===== src/rtl/sram_ctrl.sv =====
// Single-port asynchronous SRAM controller: one command at a time, fixed-length
// read/write strobe windows, write recovery cycle, all pin outputs registered.
module sram_ctrl #(
  parameter int AW      = 18,
  parameter int DW      = 16,
  parameter int RD_WAIT = 2,
  parameter int WR_WAIT = 2,
  localparam int BL     = DW / 8
) (
  input  logic          clk,
  input  logic          reset,
  input  logic          req,
  input  logic          we,
  input  logic [AW-1:0] addr,
  input  logic [DW-1:0] wdata,
  input  logic [BL-1:0] be,
  output logic          ready,
  output logic          rvalid,
  output logic [DW-1:0] rdata,
  output logic [AW-1:0] sram_a,
  output logic [DW-1:0] sram_dq_o,
  output logic          sram_dq_oe,
  input  logic [DW-1:0] sram_dq_i,
  output logic          sram_ce_n,
  output logic          sram_oe_n,
  output logic          sram_we_n,
  output logic [BL-1:0] sram_be_n,
  output logic [1:0]    state_dbg
);

  if ((DW % 8) != 0 || DW < 8) begin : g_bad_dw
    $error("sram_ctrl: DW must be a non-zero multiple of 8");
  end
  if (RD_WAIT < 0 || RD_WAIT > 15 || WR_WAIT < 0 || WR_WAIT > 15) begin : g_bad_wait
    $error("sram_ctrl: RD_WAIT and WR_WAIT must be in 0..15");
  end

  localparam logic [3:0] RD_CNT = 4'(RD_WAIT);
  localparam logic [3:0] WR_CNT = 4'(WR_WAIT);

  typedef enum logic [1:0] {
    IDLE = 2'd0,
    RD   = 2'd1,
    WR   = 2'd2,
    WREC = 2'd3
  } state_t;

  state_t        state_q, state_d;
  logic [3:0]    cnt_q, cnt_d;
  logic          accept;
  logic          capture;
  logic          ce_n_d, oe_n_d, we_n_d, dq_oe_d;
  logic [BL-1:0] be_n_d;

  // Handshake: a command transfers on a rising edge where req and ready are both
  // high; ready is high exactly while idle, and req/we/addr/wdata/be are only
  // looked at on that edge.
  always_comb begin
    state_d = state_q;
    cnt_d   = cnt_q;
    accept  = 1'b0;
    capture = 1'b0;
    case (state_q)
      IDLE: begin
        if (req) begin
          accept = 1'b1;
          if (we) begin
            state_d = WR;
            cnt_d   = WR_CNT;
          end else begin
            state_d = RD;
            cnt_d   = RD_CNT;
          end
        end
      end
      RD: begin
        if (cnt_q == 4'd0) begin
          state_d = IDLE;
          capture = 1'b1;
        end else begin
          cnt_d = cnt_q - 4'd1;
        end
      end
      WR: begin
        if (cnt_q == 4'd0) state_d = WREC;
        else cnt_d = cnt_q - 4'd1;
      end
      WREC:    state_d = IDLE;
      default: state_d = IDLE;
    endcase

    // Pins are registered from the next state so they line up with the state.
    ce_n_d  = (state_d == IDLE);
    oe_n_d  = (state_d != RD);
    we_n_d  = (state_d != WR);
    dq_oe_d = (state_d == WR) || (state_d == WREC);
    case (state_d)
      IDLE:    be_n_d = '1;
      RD:      be_n_d = '0;
      default: be_n_d = accept ? ~be : sram_be_n;
    endcase
  end

  always_ff @(posedge clk or posedge reset) begin
    if (reset) begin
      state_q <= IDLE;
      cnt_q   <= 4'd0;
    end else begin
      state_q <= state_d;
      cnt_q   <= cnt_d;
    end
  end

  always_ff @(posedge clk or posedge reset) begin
    if (reset) begin
      ready      <= 1'b1;
      rvalid     <= 1'b0;
      rdata      <= '0;
      sram_a     <= '0;
      sram_dq_o  <= '0;
      sram_dq_oe <= 1'b0;
      sram_ce_n  <= 1'b1;
      sram_oe_n  <= 1'b1;
      sram_we_n  <= 1'b1;
      sram_be_n  <= '1;
    end else begin
      ready      <= (state_d == IDLE);
      rvalid     <= capture;
      if (capture) rdata <= sram_dq_i;
      if (accept) sram_a <= addr;
      if (accept && we) sram_dq_o <= wdata;
      sram_dq_oe <= dq_oe_d;
      sram_ce_n  <= ce_n_d;
      sram_oe_n  <= oe_n_d;
      sram_we_n  <= we_n_d;
      sram_be_n  <= be_n_d;
    end
  end

  assign state_dbg = state_q;

endmodule


===== config.mk =====
export PLATFORM = sky130hd
export DESIGN_NAME = sram_ctrl
export DESIGN_NICKNAME = d
export VERILOG_FILES = /design/src/rtl/sram_ctrl.sv
export SDC_FILE = /design/constraint.sdc
export NUM_CORES = 1
export LEC_CHECK = 0
export BUFFER_PORTS_ARGS = -buffer_cell sky130_fd_sc_hd__buf_4
export CORE_MARGIN = 4
export CORE_UTILIZATION = 47
export DETAILED_ROUTE_END_ITERATION = 8
export PLACE_DENSITY = 0.8
export SYNTH_ARGS = -nofsm -noshare
export SYNTH_HDL_FRONTEND = slang
export SYNTH_SLANG_ARGS = --single-unit

===== constraint.sdc =====
create_clock -name clk -period 2.55 [get_ports clk]
set_input_delay 0.6375 -clock clk [delete_from_list [all_inputs] [get_ports clk]]
set_output_delay 0.6375 -clock clk [all_outputs]
set_load 0.01 [all_outputs]

-- Yosys cells after proc, flatten, opt, wreduce, memory -nomap -nowiden
Cells that the tools add are included.
- $mul: 0
- mux-type cells: 14
- shifts and indexed selects: 0
- reductions and logical operators: 9
- div/mod/pow operators: 0
- bitwise logic cells: 1
- equal/unequal tests: 10
- order comparisons: 0
- add/sub/neg operators: 1
- operators by type and width (operator ; count):
    2-bit 2-to-1 mux ; 5
    2-bit equality test, second input constant ; 4
    4-bit 2-to-1 mux ; 2
    2-bit case mux with 4 select lines ; 1
    4-bit case mux with 2 select lines ; 1
    2-bit != test, second input constant ; 3
    2-bit by 1-bit equality test with 1-bit output, second input constant ; 2
    2-bit zero test ; 2
    4-bit zero test ; 1
    1-bit 2-to-1 mux ; 4
    2-bit case mux with 2 select lines ; 1
    4-bit by 1-bit subtractor with 4-bit output, second input constant ; 1
    3-bit AND reduction ; 1
    3-bit nonzero test ; 1
    2-bit by 1-bit != test with 1-bit output, second input constant ; 1
    2-bit inverter ; 1
    2-bit nonzero test ; 1
    2-bit OR reduction ; 1
    1-bit logical AND ; 1
    1-bit logical OR ; 1
- memory bits (writable): 0
- bits in registers: 63
- bits in read-only memories: 0
- bits in latches: 0
- memories kept: 0

-- Logic depth before layout (Yosys ltp)
Gate-level depths: netlist of the first run.
- depth after elaboration: 5
- gate-level depth with buffers: 7
- mapped depth without buffers: 6

-- Least setup slack after synthesis of the first run
OpenSTA, ideal clock, no wires.
- kind: register to register
- start: register cnt_q[0]
- end: register rdata[10]
- data arrival time: 1.524 ns
- setup time: 0.125 ns
- data required time: 2.425 ns
- stages on the path, launching flop included: 8
- setup slack: 0.901 ns
- path through: dfrtp_1 -> inv_1 -> ha_1 -> nor3b_2 -> and2_4 -> buf_12 -> buf_12 -> mux2_4
- cells in the longest elaborated chain, start to end: 3
- RTL lines (what ; line ; source):
    start: declaration ; 49 ; logic [3:0] cnt_q, cnt_d;
    start signal: assignment ; 110 ; cnt_q <= cnt_d;
    4-bit zero test ; 77 ; if (cnt_q == 4'd0) begin
    1-bit 2-to-1 mux ; 77 ;
    1-bit 2-to-1 mux ; 63 ; case (state_q)
    via capture ; 51 ; logic capture;
    end signal: assignment ; 129 ; if (capture) rdata <= sram_dq_i;
    end: declaration ; 19 ; output logic [DW-1:0] rdata,
The timed path passes the listed nets, and every way through them passes these cells.
A chain may end at the register's enable or synchronous reset.

-- Worst setup path after layout of the first run
- start: register cnt_q[0]
- end: register rdata[4]
- cells in the longest elaborated chain, start to end: 3
- RTL lines (what ; line):
    4-bit zero test ; 77
    1-bit 2-to-1 mux ; 77
    1-bit 2-to-1 mux ; 63
No other way between the ends.

==> results of run 1 <==
-- through the flow --
| stage | hold WS (ns) | area, um^2 | instances | total power (uW) | setup slack, ns |
|---|---|---|---|---|---|
| after floorplan | 0.5180 | 2585 | 170 | 2858 | 0.3794 |
| after global placement | 0.4888 | 3493 | 350 | 3758 | 0.8320 |
| after detailed placement | 0.4949 | 3493 | 350 | 3826 | 0.7759 |
| after CTS | 0.3667 | 3700 | 366 | 4721 | 0.7623 |
| after global routing | 0.4006 | 3700 | 366 | 4979 | 0.6630 |
| final | 0.3502 | 3700 | 366 | 4657 | 0.7744 |
-- per-layer routing --
metal / global-route usage (%) / wire length, um / vias up
met5: 0 / 0 / -
met4: 8.970 / 85 / 0
met3: 7.484 / 618 / 7
met2: 24.39 / 2476 / 80
met1: 20.57 / 2265 / 835
li1: - / - / 835
-- cell type report --
cell class / count / area, um^2
clock buffers: 15 / 176.4
clock inverters: 1 / 30.03
fillers: 392 / 1505
inverters: 8 / 30.03
multi-input cells: 93 / 927.1
flip-flops and latches: 62 / 1558
well taps: 70 / 87.58
repair buffers: 117 / 890.9
-- path summary, 6_finish.rpt --
check	startpoint	slack, ns	to
max reg2reg	cnt_q[0]$_DFFE_PP0P_	0.77	rdata[4]$_DFFE_PP0P_
max in group asynchronous	reset	1.54	sram_be_n[0]$_DFFE_PP1P_
min	reset	0.35	sram_dq_o[14]$_DFFE_PP0P_
max	cnt_q[0]$_DFFE_PP0P_	0.77	rdata[4]$_DFFE_PP0P_
min in group clk	sram_dq_o[6]$_DFFE_PP0P_	0.51	sram_dq_o[6]$_DFFE_PP0P_
min reg2reg	sram_dq_o[6]$_DFFE_PP0P_	0.51	sram_dq_o[6]$_DFFE_PP0P_
-- flip-flops by register name, summed over array words and instances (netlist names) --
signal and flops:
cnt_q 4, rdata 16, rvalid 1, sram_a 18, sram_be_n 2, sram_ce_n 1, sram_dq_o 16, sram_dq_oe 1
sram_oe_n 1, sram_we_n 1, state_dbg 1
-- placed cells by master (no fill, tap or decap), types with 2 or more instances in the layout --
master and instances:
buf_4 116, dfrtp_1 57, mux2_2 41, clkbuf_8 12, mux2_4 9, inv_1 7
ha_1 7, nor2_1 6, dfstp_2 5, nand2_1 4, a21oi_1 3, clkbuf_1 3
or3_1 2, o21ai_0 2, mux2i_1 2, nand2b_1 2
-- logic make-up after synthesis --
kind of cell	Yosys count	share of synthesized area, %
buf+inv	15	3.872
simple gates	20	4.501
compound gates	14	4.115
fa+ha+maj	7	3.388
flops	62	60.26
mux	52	23.86
-- critical path, cell delays in order (launching register included) --
cell	delay, ns
dfrtp_1	0.37
inv_1	0.09
ha_1	0.22
nor3b_2	0.25
and2_4	0.35
mux2_2	0.37
-- power by group through the flow --
stage	sequential (uW)	clock (uW)	combinational, uW
global route	1790	959	2230
global placement	1730	0	2020
finish	1730	880	2040
CTS	1740	902	2080
detailed placement	1750	0	2080
floorplan	1940	0	921
==> results.md, run 1 <==
* PwrDens at 1259 nW/um^2
* CTS sink count at 62
* Post-synth EDFFs at 0
* Clock latency on the worst-skew pair at 0.33 ns
* Max Freq at 0.5632 GHz
* Vias per std cell at 4.801
* Yosys cell types at 31
* Clock root buffer: clkbuf_8
* Crit. End Element: register
* Worst rel slew slack at 64.01%
* Drc violations at 0
* Post-CTS Hold Buffers at 0
* Chip Height at 82.16 um
* Area contributors post-synth: dfrtp_1 55%, mux2_2 18%, mux2_4 5.2%
* Max_cap viols at 0
* CP Max Fanout at 17
* Die width at 82.16 um
* Area Growth Syn to Fin at 43.13%
* Hold WC Path Type: in -> async
* H-tree depth at 3
* Setup TNS at 0 ns
* Post-Syn Area at 2585 um^2
* Drt total wl at 5445 um
* Port Buf Inserts at 115
* Final setup fails at 0
* Type of the worst setup path: reg -> reg
* Min Tclk post-route at 1.776 ns
* # IOs at 116
* Pin count of the biggest net entering global routing at 38
* Post-synthesis net count at 233
* WP data arrival at 1.98 ns
* Most numerous cell in the Yosys netlist: dfrtp_1
* Vias at 1,757
* Total Routing Usage GR at 16.65%
* Register area share after synthesis at 60.26%
* Pint at 3182 uW
* Psw at 1475 uW
* Top cell type's share of synthesized area at 55.18%
* Post-CTS sizing at 0
* P_leak at 0.001821 uW
* RSZ-0062 raised after global routing: false
* TritonRoute pass-1 iters at 4
* Die ar. at 6750 um^2
* VDD IR-drop max at 0.0006666 V
* Clock power frac at 18.9%
* Global-route wire length before repair at 8121 um
* Largest area contributor in the synthesized netlist: dfrtp_1
* Endpoints failing hold at 0
* Max Buffers Root-to-Sink at 2
* Post-synth top flop: dfrtp_1
* Ys async rst share at 100.0%
* Period utilization at 69.63%
* Synth Register Bits at 62
* WP data required at 2.75 ns
* Worst-Margin Slew at 0.5390 ns
* Initial Util at 49.66%
* Register share of total power at 37.2%
* RePlAce Congestion at 0.8043
* R2R depth at 5
* Total core area at 5205 um^2
* Nets at 354
* Row count at 26
* Initial DRC Count at 69
* Routed Antenna Nets at 0
* Number of clock buffers inserted by TritonCTS at 9
* Synth warnings at 0
* Commonest cells post-synth: 57 x dfrtp_1, 41 x mux2_2, 9 x mux2_4
* Vias in the first global route at 1,771
* Max-slew violation count at 0
* Routed length per placed instance at 14.88 um
* Ant. Diodes at 0
* Mapped Cells at 170
* Share of layout cells above drive strength 1 at 64.86%
* Clock Skew at 0.009451 ns
* Antenna violations before repair at 0
* Switching Fraction at 31.67%
* Final Util at 71.08%
* CTS tree: done
* Status: finished clean
* Startpoint class of the critical path: register
* Mean Syn Cell Area at 15.21 um^2
* Worst-path clk slew at 0.07 ns
* Combinational Power Share at 43.9%
* Post-CTS setup buffer count at 0
* DPL Wire Length at 4128 um
* Congestion Overflow GR at 0
(Power assumes the default switching activity.)
==> run 2, diff against run 1 <==
--- a/config.mk
+++ b/config.mk
@@ -5,11 +5,12 @@
 export SDC_FILE = /design/constraint.sdc
 export NUM_CORES = 1
 export LEC_CHECK = 0
+export ABC_AREA = 1
 export BUFFER_PORTS_ARGS = -buffer_cell sky130_fd_sc_hd__buf_4
 export CORE_MARGIN = 4
 export CORE_UTILIZATION = 47
 export DETAILED_ROUTE_END_ITERATION = 8
-export PLACE_DENSITY = 0.8
+export PLACE_DENSITY = 0.79
 export SYNTH_ARGS = -nofsm -noshare
 export SYNTH_HDL_FRONTEND = slang
 export SYNTH_SLANG_ARGS = --single-unit
==> constraint.sdc (replaced) <==
create_clock -name clk -period 1.8 [get_ports clk]
set_input_delay 0.45 -clock clk [delete_from_list [all_inputs] [get_ports clk]]
set_output_delay 0.45 -clock clk [all_outputs]
set_load 0.01 [all_outputs]
==> results.md, run 2 <==
* Most numerous cell in the Yosys netlist: dfrtp_1 (unchanged)
* P_leak at 0.001962 uW (was 0.001821 uW)
* Area contributors post-synth: dfrtp_1 54%, mux2_2 9.8%, nand2_1 7.7% (was dfrtp_1 55%, mux2_2 18%, mux2_4 5.2%)
* Number of clock buffers inserted by TritonCTS at 9 (unchanged)
* Top cell type's share of synthesized area at 53.88% (was 55.18%)
* Total core area at 5473 um^2 (was 5205 um^2)
* Final setup fails at 0 (unchanged)
* Endpoints failing hold at 0 (unchanged)
* Combinational Power Share at 45.3% (was 43.9%)
* Main combinational cell family by area after synthesis: multiplexers (unchanged)
* Vias per std cell at 4.772 (was 4.801)
* Fillers at 425 (was 392)
* Worst-path clk slew at 0.07 ns (about the same)
* Max-slew violation count at 0 (unchanged)
* Type of the worst setup path: reg -> reg (unchanged)
* Register share of total power at 35.8% (was 37.2%)
* Port Buf Inserts at 115 (unchanged)
* Mux share of post-synthesis cell area at 16.02% (was 23.86%)
* Switching Fraction at 34.10% (was 31.67%)
* Top Family by Delay on Critical Path: flip-flops (was simple AND/OR/NAND/NOR gates)
* Drt total wl at 5891 um (was 5445 um)
* Nets at 412 (was 354)
* Largest register FFs at 18 (unchanged)
* Worst rel slew slack at 69.49% (was 64.01%)
* Psw at 2404 uW (was 1475 uW)
* WP buf/inv at 1 (unchanged)
* Die ar. at 6898 um^2 (was 6750 um^2)
* Status: finished clean (unchanged)
* Share of layout cells above drive strength 1 at 52.26% (was 64.86%)
* Largest registers: sram_a: 18 flops, rdata: 16 flops, sram_dq_o: 16 flops (unchanged)
* Die width at 83.06 um (was 82.16 um)
* Initial Util at 48.38% (was 49.66%)
* Hold WC Path Type: in -> async (unchanged)
* Antenna violations before repair at 0 (unchanged)
* Mapped Cells at 225 (was 170)
* Post-synth top flop: dfrtp_1 (unchanged)
* Register area share after synthesis at 58.84% (was 60.26%)
* Clock power frac at 18.9% (about the same)
* Vias at 2,033 (was 1,757)
* Min Tclk post-route at 1.628 ns (was 1.776 ns)
* Max Buffers Root-to-Sink at 2 (unchanged)
* Synth warnings at 0 (unchanged)
* Cell Chain, Critical Path: inv_1 > ha_1 > nand3_4 > mux2_4 (was inv_1 > ha_1 > nor3b_2 > and2_4 > mux2_2)
* Synth Register Bits at 62 (unchanged)
* CTS tree: done (unchanged)
* Clock Skew at 0.007237 ns (was 0.009451 ns)
* Pint at 4645 uW (was 3182 uW)
* CP max-delay cell: dfrtp_2 (was dfrtp_1)
* Critical Path Max Stage Delay at 0.44 ns (was 0.37 ns)
* H-tree depth at 3 (unchanged)
* Crit. End Element: register (unchanged)
* CTS sink count at 62 (unchanged)
* RePlAce Congestion at 0.7585 (was 0.8043)
* Commonest non-fill, non-tap cell in the layout: buf_4 (unchanged)
* Ys async rst share at 100.0% (unchanged)
* Global-route wire length before repair at 9956 um (was 8121 um)
* # IOs at 116 (unchanged)
* Row count at 27 (was 26)
* Congestion Overflow GR at 0 (unchanged)
* Fin cells at 426 (was 366)
* Post-synthesis compound-gate area fraction at 4.442% (was 4.114%)
* DPL Wire Length at 4471 um (was 4128 um)
* WP data arrival at 1.84 ns (was 1.98 ns)
* Pin count of the biggest net entering global routing at 24 (was 38)
* Setup TNS at 0 ns (unchanged)
* Initial DRC Count at 67 (was 69)
* Placed insts at 409 (was 350)
* Total Routing Usage GR at 17.85% (was 16.65%)
* Area Growth Syn to Fin at 45.23% (was 43.13%)
* Startpoint class of the critical path: register (unchanged)
* TritonRoute pass-1 iters at 4 (unchanged)
* Clock latency on the worst-skew pair at 0.32 ns (was 0.33 ns)
* Routed Antenna Nets at 0 (unchanged)
* Most flops, register: sram_a (unchanged)
* Synth Area in Adders at 3.308% (was 3.388%)
* Commonest cells post-synth: 57 x dfrtp_1, 54 x nand2_1, 23 x mux2_2 (was 57 x dfrtp_1, 41 x mux2_2, 9 x mux2_4)
* VDD IR-drop max at 0.001000 V (was 0.0006666 V)
* Mean Syn Cell Area at 11.77 um^2 (was 15.21 um^2)
* Routed length per placed instance at 13.83 um (was 14.88 um)
* CP Max Fanout at 16 (was 17)
* Simple logic cell fraction of the synthesized area at 12.57% (was 4.501%)
* Yosys cell types at 22 (was 31)
* Most frequent cells in the layout: 118 x buf_4, 55 x dfrtp_1, 54 x nand2_1, 23 x mux2_2, 21 x o21ai_0 (was 116 x buf_4, 57 x dfrtp_1, 41 x mux2_2, 12 x clkbuf_8, 9 x mux2_4)
* Worst-Margin Slew at 0.4566 ns (was 0.5390 ns)
* Post-synth EDFFs at 0 (unchanged)
* Post-Syn Area at 2648 um^2 (was 2585 um^2)
* Drc violations at 0 (unchanged)
* Max_cap viols at 0 (unchanged)
* PwrDens at 1833 nW/um^2 (was 1259 nW/um^2)
* Period utilization at 90.42% (was 69.63%)
* WP data required at 2.01 ns (was 2.75 ns)
* Clock root buffer: clkbuf_8 (unchanged)
* Post-synthesis net count at 288 (was 233)
* Ant. Diodes at 0 (unchanged)
* Max Freq at 0.6144 GHz (was 0.5632 GHz)
* Chip Height at 83.06 um (was 82.16 um)
* XOR/XNOR Fraction of Synth Area at 0% (unchanged)
* RSZ-0062 raised after global routing: false (unchanged)
* Vias in the first global route at 2,103 (was 1,771)
* Largest area contributor in the synthesized netlist: dfrtp_1 (unchanged)
==> run 2: cell count changes after synthesis, sizes merged, moves of 2 or more <==
| cell | previous run | this run |
|---|---|---|
| mux2i | 2 | 0 |
| a21oi | 4 | 1 |
| mux2 | 50 | 34 |
| nand4 | 1 | 3 |
| inv | 8 | 16 |
| or3 | 2 | 0 |
| clkbuf | 0 | 2 |
| nand2 | 4 | 56 |
| o21ai | 2 | 21 |
| nand2b | 2 | 0 |
| nand3 | 1 | 8 |
==> run 2: logic make-up after synthesis <==
group                      count (synthesis)
AOI/OAI and AO/OA                         23
DFF                                       62
muxes                                     34
adders and majority gates                  7
and+or+nand+nor                           75
buffers and inverters                     24
==> run 2: cell type report <==
class | instances | area, um^2 | share of cell area, %
sequential | 62 | 1560 | 40.58
multi-input combinational | 139 | 962.2 | 25.02
timing repair buffer | 121 | 945.9 | 24.60
clock buffer | 10 | 137.6 | 3.580
tap | 72 | 90.09 | 2.343
clock inverter | 6 | 85.08 | 2.213
inverter | 16 | 63.81 | 1.660
==> run 2: repair_timing <==
item / in CTS / in global routing
resized for setup: 0 / 2
hold buffers: 0 / 0
setup buffers: 0 / 1
endpoints found under the hold margin: 0 / 0
setup endpoints to repair: 0 / 1
==> run 2: worst paths after layout <==
kind | startpoint | to | slack (ns) | depth (start not counted)
setup / recovery | state_dbg[0]$_DFF_PP0_ | sram_dq_o[2]$_DFFE_PP0P_ | 0.17 | 4
hold / removal | reset | sram_dq_o[1]$_DFFE_PP0P_ | 0.14 | 2
setup reg to reg | state_dbg[0]$_DFF_PP0_ | sram_dq_o[2]$_DFFE_PP0P_ | 0.17 | 4
hold reg to reg | cnt_q[1]$_DFFE_PP0P_ | cnt_q[1]$_DFFE_PP0P_ | 0.49 | 2
max in group asynchronous | reset | sram_be_n[0]$_DFFE_PP1P_ | 1.13 | 3
min in group clk | sram_dq_i[1] | rdata[1]$_DFFE_PP0P_ | 0.32 | 3
==> run 2: power groups by stage <==
stage,sequential [uW],combinational (uW),clock (uW)
after global routing,2620,3530,1440
after global placement,2520,3110,0
final,2520,3190,1330
after CTS,2520,3220,1360
after detailed placement,2540,3200,0
after floorplan,2800,1440,0
==> run 2: per-layer routing <==
layer  track usage [%]  share of wire, %
met1             20.98                42
met2             28.86                48
met3             6.944               8.2
met4             8.024               2.3
met5                 0                 0
==> run 2: stage by stage <==
stage | total power, uW | util (%) | setup slack [ns] | instance area, um^2 | hold WS, ns
global placement | 5628 | 66.00 | 0.2043 | 3612 | 0.4694
finish | 7048 | 70.26 | 0.1724 | 3845 | 0.1393
floorplan | 4244 | - | 0.2618 | 2651 | 0.4530
global route | 7583 | 70.26 | 0.06781 | 3845 | 0.1490
detailed placement | 5741 | 66.00 | 0.1489 | 3612 | 0.4780
CTS | 7107 | 70.07 | 0.1139 | 3835 | 0.1378
==> run 3, diff against run 2 <==
==> constraint.sdc (replaced) <==
create_clock -name clk -period 1.6 [get_ports clk]
set_input_delay 0.4 -clock clk [delete_from_list [all_inputs] [get_ports clk]]
set_output_delay 0.4 -clock clk [all_outputs]
set_load 0.01 [all_outputs]
==> results.md, run 3 (same netlist as run 2, synthesis figures left out) <==
* Type of the worst setup path: reg -> reg (unchanged)
* Vias in the first global route at 2,229 (was 2,103)
* Post-CTS Hold Buffers at 0 (unchanged)
* Clock latency on the worst-skew pair at 0.33 ns (was 0.32 ns)
* Area of the multi-input gates at 974.7 um^2 (was 962.2 um^2)
* TritonRoute pass-1 iters at 4 (unchanged)
* Hold WC Path Type: in -> async (unchanged)
* Setup TNS at 0 ns (unchanged)
* Vias per std cell at 4.803 (was 4.772)
* DPL Wire Length at 4667 um (was 4471 um)
* Row count at 27 (unchanged)
* WP data arrival at 1.76 ns (was 1.84 ns)
* Max Buffers Root-to-Sink at 2 (unchanged)
* Worst setup path startpoint: sram_dq_oe$_DFF_PP0_ (was state_dbg[0]$_DFF_PP0_)
* Vias at 2,051 (was 2,033)
* Max_cap viols at 0 (unchanged)
* Initial DRC Count at 57 (was 67)
* Top sig layer: met4 (unchanged)
* Largest registers: sram_a: 18 flops, rdata: 16 flops, sram_dq_o: 16 flops (unchanged)
* Die ar. at 6898 um^2 (unchanged)
* VDD IR-drop max at 0.001104 V (was 0.001000 V)
* WL met3 at 471 um (was 486 um)
* Met2 routed WL at 3102 um (was 2824 um)
* Worst-path clk slew at 0.07 ns (about the same)
* Combinational Power Share at 46.0% (was 45.3%)
* Register share of total power at 35.0% (was 35.8%)
* Clock power frac at 19.0% (was 18.9%)
* Fillers at 395 (was 425)
* CTS sink count at 62 (unchanged)
* Number of clock buffers inserted by TritonCTS at 9 (unchanged)
* Post-CTS setup buffer count at 0 (unchanged)
* Metal-1 WL at 2418 um (was 2446 um)
* Psw at 2730 uW (was 2404 uW)
* Area Growth Syn to Fin at 45.98% (was 45.23%)
* WP data required at 1.87 ns (was 2.01 ns)
* Total Routing Usage GR at 18.70% (was 17.85%)
* Clock Skew at 0.006336 ns (was 0.007237 ns)
* RePlAce Congestion at 0.7266 (was 0.7585)
* Largest register FFs at 18 (unchanged)
* CTS tree: done (unchanged)
* Total core area at 5473 um^2 (unchanged)
* CP Max Fanout at 6 (was 16)
* Chip Height at 83.06 um (unchanged)
* Routed Antenna Nets at 0 (unchanged)
* Period utilization at 93.35% (was 90.42%)
* Crit. End Element: register (unchanged)
* Pint at 5309 uW (was 4645 uW)
* Drt total wl at 6106 um (was 5891 um)
* Nets at 413 (was 412)
* Status: finished clean (unchanged)
* Max Freq at 0.6695 GHz (was 0.6144 GHz)
* Antenna violations before repair at 0 (unchanged)
* Endpoints failing hold at 0 (unchanged)
* Commonest non-fill, non-tap cell in the layout: buf_4 (unchanged)
* Hold WS at 0.08238 ns (was 0.1393 ns)
* Global-route wire length before repair at 10,410 um (was 9956 um)
* Min Tclk post-route at 1.494 ns (was 1.628 ns)
* H-tree depth at 3 (unchanged)
* Sequential Area at 1558 um^2 (was 1560 um^2)
* Final setup fails at 0 (unchanged)
* Switching Fraction at 33.95% (was 34.10%)
* Startpoint class of the critical path: register (unchanged)
* Routed length per placed instance at 14.30 um (was 13.83 um)
* Worst rel slew slack at 70.41% (was 69.49%)
* RSZ-0062 raised after global routing: false (unchanged)
* Worst-Margin Slew at 0.4429 ns (was 0.4566 ns)
* Most frequent cells in the layout: 119 x buf_4, 57 x dfrtp_1, 54 x nand2_1, 23 x mux2_2, 21 x o21ai_0 (was 118 x buf_4, 55 x dfrtp_1, 54 x nand2_1, 23 x mux2_2, 21 x o21ai_0)
* Initial Util at 48.38% (unchanged)
* PwrDens at 2080 nW/um^2 (was 1833 nW/um^2)
* Max-slew violation count at 0 (unchanged)
* Die width at 83.06 um (unchanged)
* Drc violations at 0 (unchanged)
* Port Buf Inserts at 115 (unchanged)
* Share of layout cells above drive strength 1 at 52.11% (was 52.26%)
* Pin count of the biggest net entering global routing at 27 (was 24)
* Ant. Diodes at 0 (unchanged)
* # IOs at 116 (unchanged)
* Congestion Overflow GR at 0 (unchanged)
* Crit Reg-Reg Startpoint: sram_dq_oe$_DFF_PP0_ (was state_dbg[0]$_DFF_PP0_)
* Clock root buffer: clkbuf_8 (unchanged)
* P_leak at 0.001978 uW (was 0.001962 uW)
* Most flops, register: sram_a (unchanged)
## run 3: metrics by stage
| step | total power, uW | instance area [um^2] | worst slack, ns | instances | utilization [%] |
|---|---|---|---|---|---|
| CTS | 8093 | 3852 | 0.02950 | 427 | 70.39 |
| global route | 8634 | 3865 | 0.01117 | 427 | 70.62 |
| finish | 8039 | 3865 | 0.1065 | 427 | 70.62 |
| global placement | 6361 | 3627 | 0.1037 | 411 | 66.28 |
| detailed placement | 6529 | 3627 | 0.03113 | 411 | 66.28 |
| floorplan | 4775 | 2651 | 0.06184 | 225 | - |
## run 3: power by group through the flow
stage | sequential [uW] | clock (uW) | combinational [uW]
after global placement | 2790 | 0 | 3570
after CTS | 2820 | 1560 | 3710
final | 2810 | 1530 | 3700
after global routing | 2910 | 1640 | 4090
after floorplan | 3150 | 0 | 1620
after detailed placement | 2830 | 0 | 3700
## run 3: cell type report
class                   instances  share of cell area [%]
flip-flops and latches         62                   40.30
multi-input cells             139                   25.22
clock inverters                 4                   1.813
clock buffers                  12                   4.014
repair buffers                122                   24.67
well taps                      72                   2.331
inverters                      16                   1.651
## run 3: worst paths after layout
kind                                             to  depth (start not counted)  slack (ns)
setup / recovery           sram_be_n[0]$_DFFE_PP1P_                          6        0.11
hold / removal             sram_dq_o[1]$_DFFE_PP0P_                          2        0.08
hold reg to reg                cnt_q[1]$_DFFE_PP0P_                          2        0.49
max in group asynchronous  sram_be_n[0]$_DFFE_PP1P_                          3        1.00
setup reg to reg           sram_be_n[0]$_DFFE_PP1P_                          6        0.11
min in group clk               rdata[8]$_DFFE_PP0P_                          3        0.27
## run 3: routing by layer
layer,vias up,track usage (%)
li1,992,-
met1,971,20.51
met2,77,32.51
met3,11,6.151
met4,0,8.915
met5,-,0
## run 3: repair_timing
action | CTS | global route
endpoints found under the setup margin | 0 | 19
hold endpoints to repair | 0 | 0
gates resized for setup | 0 | 2
## run 3: critical path, stage by stage, from the launching register on
cell and delay (ns):
dfrtp_1 0.37, buf_4 0.16, ha_1 0.18, or2_2 0.34
nand2_1 0.14, nand3_1 0.14, nand2_1 0.10
